**src/rtl/shift_frame_scheduler_if.sv**
```systemverilog
// Bundle of the requester handshakes and the serial output of shift_frame_scheduler.
interface shift_frame_scheduler_if #(
  parameter int unsigned WIDTH = 8
);
  logic             req0;
  logic [WIDTH-1:0] data0;
  logic             gnt0;
  logic             req1;
  logic [WIDTH-1:0] data1;
  logic             gnt1;
  logic             sOut;
  logic             sValid;
  logic             done;
  logic             busy;
  logic             owner;

  // Requester / environment side
  modport master (
    output req0, data0, req1, data1,
    input  gnt0, gnt1, sOut, sValid, done, busy, owner
  );

  // Scheduler side
  modport slave (
    input  req0, data0, req1, data1,
    output gnt0, gnt1, sOut, sValid, done, busy, owner
  );
endinterface

```
**src/rtl/shift_frame_scheduler.sv**
```systemverilog
// Round-robin arbiter between two word requesters feeding one MSB-first serial
// shift-out path, with framing (sValid), end-of-frame pulse and enforced idle gap.
module shift_frame_scheduler #(
  parameter int unsigned WIDTH = 8,
  parameter int unsigned GAP   = 1
) (
  input  logic                  clk,
  input  logic                  rst,
  shift_frame_scheduler_if.slave bus
);

  localparam int unsigned CNT_W    = $clog2(WIDTH);
  localparam int unsigned GAP_W    = 4;
  localparam int unsigned GAP_LAST = (GAP == 0) ? 0 : GAP - 1;

  typedef enum logic [1:0] {
    S_IDLE  = 2'd0,
    S_SHIFT = 2'd1,
    S_GAP   = 2'd2
  } state_t;

  state_t             state_q, state_d;
  logic [WIDTH-1:0]   shift_q, shift_d;
  logic [CNT_W-1:0]   cnt_q, cnt_d;
  logic [GAP_W-1:0]   gap_cnt_q, gap_cnt_d;
  logic               last_gnt_q, last_gnt_d;
  logic               owner_q, owner_d;
  logic               gnt0_q, gnt0_d;
  logic               gnt1_q, gnt1_d;
  logic               done_q, done_d;
  logic               sout_q, sout_d;
  logic               svalid_q, svalid_d;
  logic               busy_q, busy_d;
  logic               win;

  // State and registered outputs; reset clears everything, arbiter favours req0 next
  always_ff @(posedge clk or posedge rst) begin
    if (rst) begin
      state_q    <= S_IDLE;
      shift_q    <= '0;
      cnt_q      <= '0;
      gap_cnt_q  <= '0;
      last_gnt_q <= 1'b1;
      owner_q    <= 1'b0;
      gnt0_q     <= 1'b0;
      gnt1_q     <= 1'b0;
      done_q     <= 1'b0;
      sout_q     <= 1'b0;
      svalid_q   <= 1'b0;
      busy_q     <= 1'b0;
    end else begin
      state_q    <= state_d;
      shift_q    <= shift_d;
      cnt_q      <= cnt_d;
      gap_cnt_q  <= gap_cnt_d;
      last_gnt_q <= last_gnt_d;
      owner_q    <= owner_d;
      gnt0_q     <= gnt0_d;
      gnt1_q     <= gnt1_d;
      done_q     <= done_d;
      sout_q     <= sout_d;
      svalid_q   <= svalid_d;
      busy_q     <= busy_d;
    end
  end

  // Next state: arbitrate in IDLE, shift out the frame, then hold the idle gap
  always_comb begin
    state_d    = state_q;
    shift_d    = shift_q;
    cnt_d      = cnt_q;
    gap_cnt_d  = gap_cnt_q;
    last_gnt_d = last_gnt_q;
    owner_d    = owner_q;
    gnt0_d     = 1'b0;
    gnt1_d     = 1'b0;
    done_d     = 1'b0;
    win        = 1'b0;

    case (state_q)
      S_IDLE: begin
        if (bus.req0 || bus.req1) begin
          // With both pending, the one not served last time wins
          win        = (bus.req0 && bus.req1) ? ~last_gnt_q : bus.req1;
          shift_d    = win ? bus.data1 : bus.data0;
          owner_d    = win;
          last_gnt_d = win;
          cnt_d      = '0;
          gnt0_d     = ~win;
          gnt1_d     = win;
          state_d    = S_SHIFT;
        end
      end
      S_SHIFT: begin
        shift_d = shift_q << 1;
        cnt_d   = cnt_q + 1'b1;
        if (cnt_q == CNT_W'(WIDTH - 1)) begin
          done_d    = 1'b1;
          gap_cnt_d = '0;
          state_d   = (GAP == 0) ? S_IDLE : S_GAP;
        end
      end
      S_GAP: begin
        gap_cnt_d = gap_cnt_q + 4'd1;
        if (gap_cnt_q == GAP_W'(GAP_LAST)) begin
          state_d = S_IDLE;
        end
      end
      default: begin
        state_d = S_IDLE;
      end
    endcase

    svalid_d = (state_d == S_SHIFT);
    sout_d   = svalid_d & shift_d[WIDTH-1];
    busy_d   = (state_d != S_IDLE);
  end

  // Drive the bus from the output flops
  assign bus.gnt0   = gnt0_q;
  assign bus.gnt1   = gnt1_q;
  assign bus.sOut   = sout_q;
  assign bus.sValid = svalid_q;
  assign bus.done   = done_q;
  assign bus.busy   = busy_q;
  assign bus.owner  = owner_q;

endmodule

```
**src/flat_wrapper.sv**
```systemverilog
// flat-port wrapper written by rule: the top's interface ports become plain ports
module shift_frame_scheduler_flat 
#(
  parameter int unsigned WIDTH = 8,
  parameter int unsigned GAP   = 1
)
  (clk, rst, bus_req0, bus_data0, bus_req1, bus_data1, bus_gnt0, bus_gnt1, bus_sOut, bus_sValid, bus_done, bus_busy, bus_owner);
  shift_frame_scheduler_if #(.WIDTH(WIDTH)) bus_i ();
  input  logic clk;
  input  logic rst;
  input wire logic [$bits(bus_i.req0)-1:0] bus_req0;
  input wire logic [$bits(bus_i.data0)-1:0] bus_data0;
  input wire logic [$bits(bus_i.req1)-1:0] bus_req1;
  input wire logic [$bits(bus_i.data1)-1:0] bus_data1;
  output wire logic [$bits(bus_i.gnt0)-1:0] bus_gnt0;
  output wire logic [$bits(bus_i.gnt1)-1:0] bus_gnt1;
  output wire logic [$bits(bus_i.sOut)-1:0] bus_sOut;
  output wire logic [$bits(bus_i.sValid)-1:0] bus_sValid;
  output wire logic [$bits(bus_i.done)-1:0] bus_done;
  output wire logic [$bits(bus_i.busy)-1:0] bus_busy;
  output wire logic [$bits(bus_i.owner)-1:0] bus_owner;
  assign bus_i.req0 = bus_req0;
  assign bus_i.data0 = bus_data0;
  assign bus_i.req1 = bus_req1;
  assign bus_i.data1 = bus_data1;
  assign bus_gnt0 = bus_i.gnt0;
  assign bus_gnt1 = bus_i.gnt1;
  assign bus_sOut = bus_i.sOut;
  assign bus_sValid = bus_i.sValid;
  assign bus_done = bus_i.done;
  assign bus_busy = bus_i.busy;
  assign bus_owner = bus_i.owner;
  shift_frame_scheduler #(.WIDTH(WIDTH), .GAP(GAP)) u_core (.clk(clk), .rst(rst), .bus(bus_i));
endmodule
```
**config.mk**
```make
export PLATFORM = sky130hd
export DESIGN_NAME = shift_frame_scheduler_flat
export DESIGN_NICKNAME = d
export VERILOG_FILES = /design/src/rtl/shift_frame_scheduler_if.sv /design/src/rtl/shift_frame_scheduler.sv /design/src/flat_wrapper.sv
export SDC_FILE = /design/constraint.sdc
export NUM_CORES = 1
export LEC_CHECK = 0
export CORE_AREA = 2 2 52 54
export CTS_CLUSTER_DIAMETER = 100
export DETAILED_ROUTE_END_ITERATION = 8
export DIE_AREA = 0 0 54 56
export PLACE_DENSITY_LB_ADDON = 0.25
export SYNTH_ARGS = -nofsm -noshare
export SYNTH_HDL_FRONTEND = slang
export SYNTH_SLANG_ARGS = --single-unit
```
**constraint.sdc**
```tcl
create_clock -name clk -period 3.4 [get_ports clk]
set_clock_uncertainty 0.2 [all_clocks]
set_input_delay 0.68 -clock clk [delete_from_list [all_inputs] [get_ports clk]]
set_output_delay 0.68 -clock clk [all_outputs]
set_load 0.005 [all_outputs]
```
==> results of run 1 <==
==> stage by stage <==
| stage | setup slack (ns) | power [mW] | util [%] | instance area, um2 | instances |
|---|---|---|---|---|---|
| after floorplan | 1.655 | 0.7370 | - | 1166 | 105 |
| after global placement | 1.012 | 0.8321 | 58.85 | 1431 | 157 |
| after CTS | 1.304 | 0.9839 | 60.08 | 1461 | 161 |
| after global routing | 1.177 | 1.050 | 60.08 | 1461 | 161 |
| final | 1.287 | 0.9685 | 60.08 | 1461 | 161 |
| after detailed placement | 0.9487 | 0.8519 | 58.85 | 1431 | 157 |
==> power by group through the flow <==
stage | Clock, mW | Sequential, mW | Combinational [mW]
finish | 0.129 | 0.479 | 0.361
CTS | 0.138 | 0.479 | 0.367
detailed placement | 0 | 0.484 | 0.368
floorplan | 0 | 0.457 | 0.279
global route | 0.148 | 0.490 | 0.412
global placement | 0 | 0.480 | 0.352
==> flip-flops by register name, summed over array words and instances (netlist names), 2 cells and up <==
signal and cells:
u_core.shift_q 8, u_core.gap_cnt_q 4, u_core.cnt_q 3, u_core.state_q 2
==> worst paths after layout <==
kind                                     end  slack, ns  cells past startpoint
min in group asynchronous    u_core.bus.gnt1       0.65                      2
hold reg to reg            u_core.shift_q[0]       0.31                      2
hold / removal             u_core.shift_q[0]       0.31                      2
setup reg to reg             u_core.bus.busy       1.57                      6
max in group asynchronous  u_core.bus.sValid       1.80                      2
setup / recovery             u_core.bus.busy       1.29                      5
==> layer usage <==
metal / wire length [um] / GRT usage (%) / vias to the layer above
li1: - / - / 425
met2: 1067 / 27.00 / 21
met4: 35 / 6.429 / 0
met3: 82 / 3.226 / 4
met5: 0 / 0 / -
met1: 944 / 19.62 / 398
==> cell type report <==
type                    count  share of cell area [%]
flip-flops and latches     25                   42.89
multi-input cells          70                   32.88
repair buffers             27                   18.32
well taps                  30                   2.568
clock buffers               3                   1.541
inverters                   5                   1.284
clock inverters             1                  0.5137
==> cell usage in the layout (no fill, tap or decap), types with 2 or more instances in the layout <==
master	n
sky130_fd_sc_hd__mux2i_1	6
sky130_fd_sc_hd__a21o_1	2
sky130_fd_sc_hd__and2_1	2
sky130_fd_sc_hd__a22oi_1	5
sky130_fd_sc_hd__a32o_1	2
sky130_fd_sc_hd__a21oi_1	8
sky130_fd_sc_hd__nor3_1	2
sky130_fd_sc_hd__nand2_1	4
sky130_fd_sc_hd__clkdlybuf4s50_1	26
sky130_fd_sc_hd__dfrtp_1	24
sky130_fd_sc_hd__o21ai_0	7
sky130_fd_sc_hd__ha_1	4
sky130_fd_sc_hd__clkbuf_4	3
sky130_fd_sc_hd__a22o_1	3
sky130_fd_sc_hd__inv_1	5
sky130_fd_sc_hd__nor2_1	10
==> cell families (layout without fill, tap and decap cells) <==
group | after synthesis | after routing
buffers and inverters | 10 | 36
AO/OA/AOI/OAI | 31 | 31
adder cells (fa/ha/maj) | 4 | 4
AND/OR/NAND/NOR | 27 | 27
multiplexers | 7 | 7
flip-flops | 25 | 25
XOR/XNOR | 1 | 1
==> critical path, stage by stage <==
cell and delay, ns:
sky130_fd_sc_hd__clkdlybuf4s50_1 0.50, sky130_fd_sc_hd__nor2_1 0.19, sky130_fd_sc_hd__a21o_1 0.37, sky130_fd_sc_hd__a21oi_1 0.11
sky130_fd_sc_hd__or2_2 0.29
==> metrics.json, run 1 <==
{
  "run_status": {
    "outcome": "complete, no violations"
  },
  "logic_synthesis": {
    "yosysMostFrequentCell": "sky130_fd_sc_hd__dfrtp_1",
    "syn-cell-area_um2": 1166,
    "main_combinational_cell_family_by_area_after_synthesis": "compound AO/OA/AOI/OAI gates",
    "postSynthCellCount": 105,
    "synth_async_sr_flop_share_pct": 100.0,
    "syn-num-nets": 129,
    "synth.lib_cells_used.distinct": 33,
    "synth_sequential_area_ratio_pct": 53.76,
    "synth-simple-area-share_pct": 12.45,
    "proportion_of_synthesized_area_in_mux_cells_pct": 6.116,
    "synth_compound_area_share_pct": 17.60,
    "synth_top_area_cell": "sky130_fd_sc_hd__dfrtp_1",
    "yosys_warnings": 0,
    "synth.ff_latch_count": 25,
    "synth_xor_xnor_area_share_pct": 0.7511,
    "synth.top_cells.by_area": "sky130_fd_sc_hd__dfrtp_1, sky130_fd_sc_hd__mux2i_1, sky130_fd_sc_hd__ha_1",
    "synth_common_cells": "sky130_fd_sc_hd__dfrtp_1, sky130_fd_sc_hd__nor2_1, sky130_fd_sc_hd__a21oi_1, sky130_fd_sc_hd__o21ai_0, sky130_fd_sc_hd__mux2i_1",
    "dominantRegCellSynth": "sky130_fd_sc_hd__dfrtp_1",
    "synthAdderAreaFrac_pct": 4.292,
    "synth_top_area_share_pct": 51.50,
    "postSynthAreaPerCell_um2": 11.11,
    "synth_edf_count": 0
  },
  "place": {
    "hpwlAfterDp_mm": 1.639,
    "gp_congestion": 0.7262,
    "port-buffer-count": 26
  },
  "clock_network": {
    "postCtsResizedCells": 0,
    "post_cts.repair.setup_buffers": 0,
    "clkTransAtPathRegs_ns": 0.13,
    "clk_path_buf_depth": 2,
    "hold_buffers_post_cts": 0,
    "cts_tree": "yes",
    "clk_latency_ns": 0.31,
    "clock_tree.htree_level_count": 1,
    "cts_made_buffers": 3,
    "cts_root_buffer": "sky130_fd_sc_hd__clkbuf_4",
    "cts.sink_count": 25
  },
  "setup_path": {
    "reg2reg_from": "u_core.cnt_q[0]",
    "end_kind": "flop",
    "worstPathArrival_ns": 2.13,
    "setup.worst_path.start": "bus_req1",
    "cp_data_required_time_ns": 3.42,
    "crit_path_class": "primary input to flop",
    "critical_path.max_fanout": 13,
    "timing.critical_path.from_type": "primary input"
  },
  "power_and_ir_drop": {
    "power.leakage_nw": 0.6678,
    "p_switching_uw": 321.4,
    "fraction_of_power_consumed_by_combinational_cells_pct": 37.2,
    "p_sw_share_pct": 33.18,
    "power.density_nw_per_um2": 662.7,
    "power_report.internal_total_uw": 647.1,
    "vdd_drop_max_v": 0.0003165,
    "clock_power_share_pct": 13.3,
    "power.share.sequential_pct": 49.5
  },
  "detailed_routing": {
    "via_per_inst": 5.267,
    "route.vias.total": 848,
    "wirelength_mm": 2.129,
    "drt-pass1-iter-count": 4,
    "detail_route.iter0.violations": 6,
    "wl_per_cell_um": 13.22,
    "drc": 0,
    "ant_nets": 0
  },
  "sta": {
    "fin_tns_setup_ns": 0,
    "relSlewSlack_pct": 40.40,
    "period_utilization_post_route_pct": 62.14,
    "tightestPinTransition_ns": 0.8930,
    "worst_hold_slack_ns": 0.3127,
    "hold_violations": 0,
    "max_clock_freq_mhz": 473.3,
    "slew_viol_final": 0,
    "period_needed_ns": 2.113,
    "setup_viol": 0,
    "grt_setup_unrepaired": "false"
  },
  "hold_path": {
    "worst_hold_path_type": "flop to flop",
    "hold_crit_start": "u_core.shift_q[0]"
  },
  "finish": {
    "diodes": 0,
    "design.final.nets": 156,
    "layout_cells_sized_above_1_pct": 8.397,
    "multi_input_area_um2": 480.5,
    "area_growth_pct": 25.32,
    "seqCellArea_um2": 626.9,
    "nFillCells": 212
  },
  "global_routing": {
    "vias_in_the_first_global_route": 875,
    "globalRouteTotalUtil_pct": 16.11,
    "grt_pass1_wl_mm": 3.601,
    "grt_start_max_net_pins": 26,
    "globalRoute.totalOverflow": 0,
    "antenna_found_initial": 0
  },
  "run": {
    "max_cap_viol_count": 0
  },
  "die": {
    "die_x_um": 54,
    "row_count": 18,
    "io-pin-count": 27,
    "floorplan.core_area_um2": 2432,
    "initial_utilization_pct": 47.94,
    "die-area_um2": 3024,
    "die-height_um": 56
  }
}
Note: power is estimated with default switching activity, not from simulation.
==> inputs of run 2 (changes only) <==
- CORE_AREA: 2 2 52 54 -> 2 2 55 57
- DIE_AREA: 0 0 54 56 -> 0 0 57 59
- clock period: 3.4 -> 1.7 ns (I/O delays scaled with it)
==> run 2 against run 1 <==
Against the previous run:
- sequential share of layout area shrank 3.6 points
- register-to-register slack worse by 1.5 ns
- design area is 9.6% higher
- first-iteration DRC count rose to 4.0 times the previous value
- global-route usage down 1.6 points
- clock power increased by 100%
- critical path depth down 1
- flip-flop and latch count unchanged
- count of clock-buffer cells in the layout did not move
- highest routed layer unchanged
==> metrics.json, run 2 (same netlist as run 1, synthesis figures left out) <==
{
  "run_status": {
    "outcome": "complete, no violations"
  },
  "global_routing": {
    "globalRoute.busiestLayer": "met2",
    "use_met1": {"value": 16.50, "unit": "%", "change": "-3.1 points"},
    "grt_pass1_wl": {"value": 3.781, "unit": "mm", "change": "+5.0%"},
    "globalRouteTotalUtil": {"value": 14.49, "unit": "%", "change": "-1.6 points"},
    "use_met2": {"value": 27.26, "unit": "%", "change": "+0.25 points"},
    "globalRoute.totalOverflow": {"value": 0, "change": "unchanged"},
    "vias_in_the_first_global_route": {"value": 907, "change": "+3.7%"},
    "grt_start_max_net_pins": {"value": 20, "change": "-23%"},
    "antenna_found_initial": {"value": 0, "change": "unchanged"},
    "gr-usage-met3": {"value": 2.838, "unit": "%", "change": "-0.39 points"}
  },
  "detailed_routing": {
    "wirelength": {"value": 2.318, "unit": "mm", "change": "+8.9%"},
    "wl_per_cell": {"value": 13.25, "unit": "um", "change": "+0.17%"},
    "ant_nets": {"value": 0, "change": "unchanged"},
    "detail_route.iter0.violations": {"value": 24, "change": "+18"},
    "via_per_inst": {"value": 5.149, "change": "-2.3%"},
    "route.vias.total": {"value": 901, "change": "+6.3%"},
    "drc": {"value": 0, "change": "unchanged"},
    "drt-pass1-iter-count": {"value": 4, "change": "unchanged"}
  },
  "die": {
    "row_count": {"value": 19, "change": "+1"},
    "die-area": {"value": 3363, "unit": "um2", "change": "+11%"},
    "io-pin-count": {"value": 27, "change": "unchanged"},
    "die-height": {"value": 59, "unit": "um", "change": "+5.4%"},
    "die_x": {"value": 57, "unit": "um", "change": "+5.6%"},
    "initial_utilization": {"value": 43.03, "unit": "%", "change": "-4.9 points"},
    "floorplan.core_area": {"value": 2710, "unit": "um2", "change": "+11%"}
  },
  "clock_network": {
    "cts_made_buffers": {"value": 3, "change": "unchanged"},
    "clk_path_buf_depth": {"value": 2, "change": "unchanged"},
    "clock_tree.htree_level_count": {"value": 1, "change": "unchanged"},
    "hold_buffers_post_cts": {"value": 0, "change": "unchanged"},
    "clkTransAtPathRegs": {"value": 0.13, "unit": "ns", "change": "about the same"},
    "cts_root_buffer": "sky130_fd_sc_hd__clkbuf_4",
    "clk_latency": {"value": 0.31, "unit": "ns", "change": "about the same"},
    "cts_tree": "yes",
    "cts.sink_count": {"value": 25, "change": "unchanged"}
  },
  "sta": {
    "fin_tns_setup": {"value": 0, "unit": "ns", "change": "unchanged"},
    "setup_slack": {"value": 0.05090, "unit": "ns", "change": "-1.236 ns"},
    "period_utilization_post_route_pct": 97.01,
    "slew_viol_final": {"value": 0, "change": "unchanged"},
    "period_needed_ns": 1.649,
    "relSlewSlack": {"value": 80.24, "unit": "%", "change": "+40 points"},
    "setup_viol": {"value": 0, "change": "unchanged"},
    "max_clock_freq_mhz": 606.4,
    "tightestPinTransition": {"value": 0.2959, "unit": "ns", "change": "-0.5972 ns"},
    "hold_violations": {"value": 0, "change": "unchanged"},
    "grt_setup_unrepaired": "true"
  },
  "place": {
    "dpl_worst_slack": {"value": -0.3333, "unit": "ns", "change": "-1.282 ns"},
    "hpwlAfterDp": {"value": 1.805, "unit": "mm", "change": "+10%"},
    "port-buffer-count": {"value": 26, "change": "unchanged"},
    "gp_congestion": {"value": 0.7727, "change": "+6.4%"}
  },
  "finish": {
    "regMostFlops": "u_core.shift_q",
    "design.final.nets": {"value": 169, "change": "+8.3%"},
    "largest_registers": "u_core.shift_q: 8 flops, u_core.gap_cnt_q: 4 flops, u_core.cnt_q: 3 flops",
    "diodes": {"value": 0, "change": "unchanged"},
    "layout_cells_sized_above_1": {"value": 20.83, "unit": "%", "change": "+12 points"},
    "area_growth_pct": 37.34,
    "mostFrequentLayoutCells": "sky130_fd_sc_hd__dfrtp_1, sky130_fd_sc_hd__clkdlybuf4s50_1, sky130_fd_sc_hd__buf_4",
    "layout.cells.most_common": "sky130_fd_sc_hd__dfrtp_1",
    "final_core_utilization": {"value": 59.10, "unit": "%", "change": "-0.99 points"},
    "number_of_flip_flops_in_the_largest_register": {"value": 8, "change": "unchanged"}
  },
  "power_and_ir_drop": {
    "power.leakage": {"value": 0.7753, "unit": "nW", "change": "+16%"},
    "totalPowerFinal": {"value": 2.094, "unit": "mW", "change": "+120%"},
    "vdd_drop_max": {"value": 0.0006923, "unit": "V", "change": "+120%"},
    "power.density": {"value": 1307, "unit": "nW/um2", "change": "+97%"}
  },
  "setup_path": {
    "crit_path_class": "flop to flop",
    "timing.critical_path.from_type": "flop",
    "reg2reg_from": "u_core.last_gnt_q",
    "critical_path.max_fanout": {"value": 5, "change": "-8"},
    "worstPathArrival": {"value": 1.67, "unit": "ns", "change": "-0.46 ns"},
    "cp_data_required_time": {"value": 1.72, "unit": "ns", "change": "-1.70 ns"},
    "end_kind": "flop",
    "setup.worst_path.start": "u_core.last_gnt_q"
  },
  "run": {
    "max_cap_viol_count": {"value": 0, "change": "unchanged"}
  },
  "hold_path": {
    "worst_hold_path_type": "primary input to asynchronous set/reset pin"
  }
}
## run 2: cell type report
type | instances | area, um2
Fill cell | 256 | 1109
Sequential cell | 25 | 629.4
Multi-Input combinational cell | 70 | 493.0
Timing Repair Buffer | 40 | 391.6
Tap cell | 31 | 38.79
Clock buffer | 3 | 22.52
Inverter | 5 | 18.77
Clock inverter | 1 | 7.507
## run 2: metal layers
layer / routed length, um / up-vias / share of wire, %
met4: 19 / 0 / 0.82
met2: 1193 / 21 / 51
met3: 103 / 2 / 4.4
met1: 1002 / 429 / 43
li1: - / 449 / -
met5: 0 / - / 0
## run 2: power breakdown
group | internal (mW) | switching (mW)
clock network | 0.0896 | 0.171
logic | 0.502 | 0.369
registers | 0.810 | 0.151
## run 2: worst max-delay path: stages, from the launching register on
cell and delay, ns:
sky130_fd_sc_hd__dfstp_2 0.59, sky130_fd_sc_hd__nand2_1 0.06, sky130_fd_sc_hd__a32o_1 0.26, sky130_fd_sc_hd__a221o_1 0.31, sky130_fd_sc_hd__and2_1 0.14
## run 2: worst paths after layout
| check | endpoint | slack [ns] | cells past startpoint |
|---|---|---|---|
| min in group clk | u_core.last_gnt_q | 0.19 | 3 |
| min | u_core.bus.owner | 0.06 | 2 |
| min reg2reg | u_core.shift_q[0] | 0.31 | 2 |
| max in group asynchronous | u_core.last_gnt_q | 0.77 | 3 |
| max | u_core.bus.sOut | 0.05 | 4 |
| max reg2reg | u_core.bus.sOut | 0.05 | 4 |
## run 2: through the flow
step	std cells	area [um2]	hold slack, ns
after floorplan	105	1166	0.1666
after global placement	169	1540	0.2713
after detailed placement	169	1540	0.2854
after CTS	174	1572	0.05437
after global routing	175	1602	0.04172
final	175	1602	0.05517
## run 2: what timing repair did
action / CTS / global route
pin swaps: 1 / 1
setup endpoints to repair: 6 / 10
gates resized for setup: 5 / 10
setup buffers: 1 / 1
==> edit: new RTL, settings of run 2 <==
Make the reset (`rst`) synchronous in one clocked block.
--- a/src/rtl/shift_frame_scheduler.sv
+++ b/src/rtl/shift_frame_scheduler.sv
@@ -34,7 +34,7 @@
   logic               win;
 
   // State and registered outputs; reset clears everything, arbiter favours req0 next
-  always_ff @(posedge clk or posedge rst) begin
+  always_ff @(posedge clk) begin
     if (rst) begin
       state_q    <= S_IDLE;
       shift_q    <= '0;
Formal check against the unedited RTL: differs if rst is asserted again (counterexample within 4 cycles, from zero or initial values and one cycle with rst high); with rst held inactive, the same outputs for 10 cycles.
==> edit against run 2 <==
- sequential cell count decreased by 1
- wire length up 15%
- global-route usage increased by 3.1 points
- via count grew 16%
- cell area down 1.1%
- setup slack better by 0.031 ns
- synthesized area grew 0.32%
- cell count up 8.0%
- non-clock buffer count shrank 1
Power is not compared: it rests on default switching activity, and its combinational part moved more than twofold at a synthesized area within 25%.
==> edit: results (changes against run 2) <==
The flow ran to the end, and the final reports show no timing, DRC or antenna violations. The leakage dissipation came out at between 0.0006 and 0.0007 uW. The number of hold-slack violations in the final timing report came out at 0 (unchanged).

The share of flip-flops with an asynchronous set or reset after synthesis came to 0% (-100 points). The largest net degree at the start of global routing came to 19 (-5.0%). The half-perimeter wire length of the detailed placement result was 1.936 mm (+7.3%). The maximum clock insertion buffer count is 2 (unchanged). The arrival time of the worst setup path is 1.64 ns (-0.03 ns).

The violation count after the first detailed-route iteration came out at 23 (-4.2%). The filler cell count is 253 (-1.2%). The routed metal-1 wire length is 1.208 mm (+21%). The number of iterations in the first detailed-routing pass came out at 4 (unchanged).

The overall fraction of global-route tracks in use came out at 17.60% (+3.1 points). The wire length of the first global-routing pass came out at 4.685 mm (+24%). The setup slack after placement is -0.2798 ns (+0.05349 ns). The worst hold-check path type is flop to flop. The routed wire length on met3 came out at 94 um (-8.7%). The number of distinct standard cells referenced by the synthesized netlist is 39 (+18%). Clock-pin slew was measured on the worst setup and hold paths at 0.14 ns. The residual overflow from global routing is 0 (unchanged).

The number of synthesis warnings is 0 (unchanged). The count of antenna-violating nets left after detailed routing was 0 (unchanged). The number of inserted diodes is 0 (unchanged). The area fraction of the dominant cell type after synthesis came out at 41.07% (-10 points). The largest fanout on the critical path is 5 (unchanged).

In this run the clock root is driven by a clkbuf_4. The final-stage net count came out at 183 (+8.3%). The largest registers in the layout are u_core.shift_q x7, u_core.gap_cnt_q x4, u_core.cnt_q x3. The number of global-route vias before repair is 1067 (+18%). The per-cell routed wire length is 14.08 um (+6.3%). The via total after detailed routing is 1048 (+16%). The headroom to the max-slew limit is 57.55% (-23 points).

The number of buffers inserted by port buffering is 26 (unchanged). Counting instances in the post-synthesis netlist gives the leading cell types as dfxtp_1, mux2i_1. The number of buffers added by the clock tree synthesis step was 3 (unchanged). The fraction of layout instances using a drive strength above 1 came out at 14.56% (-6.3 points).

The post-place instance area was 1518 sq um (-1.5%). The worst IR drop on VDD is between 0.0005 and 0.0006 V. The routed wire length on met2 is 1.321 mm (+11%).

The share of the yosys chip area belonging to registers came out at 41.07% (-13 points). The number of setup buffers added after CTS is 0 (-1). The initial antenna violation count is 0 (unchanged).

In the post-synthesis netlist, the biggest area contributors are dfxtp_1, mux2i_1, and3b_1, a211oi_1, ha_1. The synthesized net count is 148 (+15%). The routability congestion estimate is 0.7764 (+0.48%).
## edit: logic make-up after synthesis
kind of cell	after synthesis	share of synthesized area, %
flip-flops	24	41.07
buffers and inverters	12	5.134
AO/OA/AOI/OAI	32	17.97
AND/OR/NAND/NOR	42	23.10
adder cells (fa/ha/maj)	4	4.278
multiplexers	9	7.701
XOR/XNOR	1	0.7488
## edit: worst paths after layout
path,startpoint,endpoint,slack [ns],depth (start not counted)
worst max-delay path,bus_req0,u_core.last_gnt_q$_SDFFE_PP1P_,0.08,3
worst max register to register,u_core.gap_cnt_q[0]$_SDFFE_PP0P_,u_core.bus.busy$_SDFF_PP0_,0.09,5
worst min register to register,u_core.cnt_q[1]$_SDFFE_PP0P_,u_core.cnt_q[1]$_SDFFE_PP0P_,0.30,2
worst min-delay path,u_core.cnt_q[1]$_SDFFE_PP0P_,u_core.cnt_q[1]$_SDFFE_PP0P_,0.30,2
## edit: final cells by class
cell class / instances / area [sq um] / area share, %
multi-input combinational: 88 / 636.9 / 40.21
sequential: 24 / 484.2 / 30.57
timing repair buffer: 39 / 360.3 / 22.75
tap: 31 / 38.79 / 2.449
clock inverter: 1 / 30.03 / 1.896
clock buffer: 3 / 22.52 / 1.422
inverter: 3 / 11.26 / 0.7109
## edit: what timing repair did
item / CTS / global route
cloned: 0 / 0
endpoints found under the hold margin: 0 / 0
endpoints found under the setup margin: 5 / 10
resized for setup: 6 / 7
pin swaps: 0 / 1
## edit: worst max-delay path, stage by stage
cell             delay, ns
clkdlybuf4s50_1       0.56
or3b_1                0.39
a221o_1               0.35
## edit: metal layers
metal | track usage [%] | vias up
met5 | 0 | -
met4 | 4.983 | 0
met3 | 3.712 | 5
met2 | 31.03 | 17
met1 | 21.76 | 507
li1 | - | 519
## edit: power groups by stage
stage	sequential [uW]	combinational, uW	clock [uW]
6_report	612	176	417
5_1_grt	616	192	465
4_1_cts	610	176	426
3_5_place_dp	622	179	0
3_3_place_gp	621	173	0
2_1_floorplan	615	85.8	0
## edit: per-stage QoR
step / std cells / total power (uW)
2_1_floorplan: 124 / 701.3
3_3_place_gp: 185 / 794.8
3_5_place_dp: 185 / 801.1
4_1_cts: 189 / 1213
5_1_grt: 189 / 1273
6_report: 189 / 1205
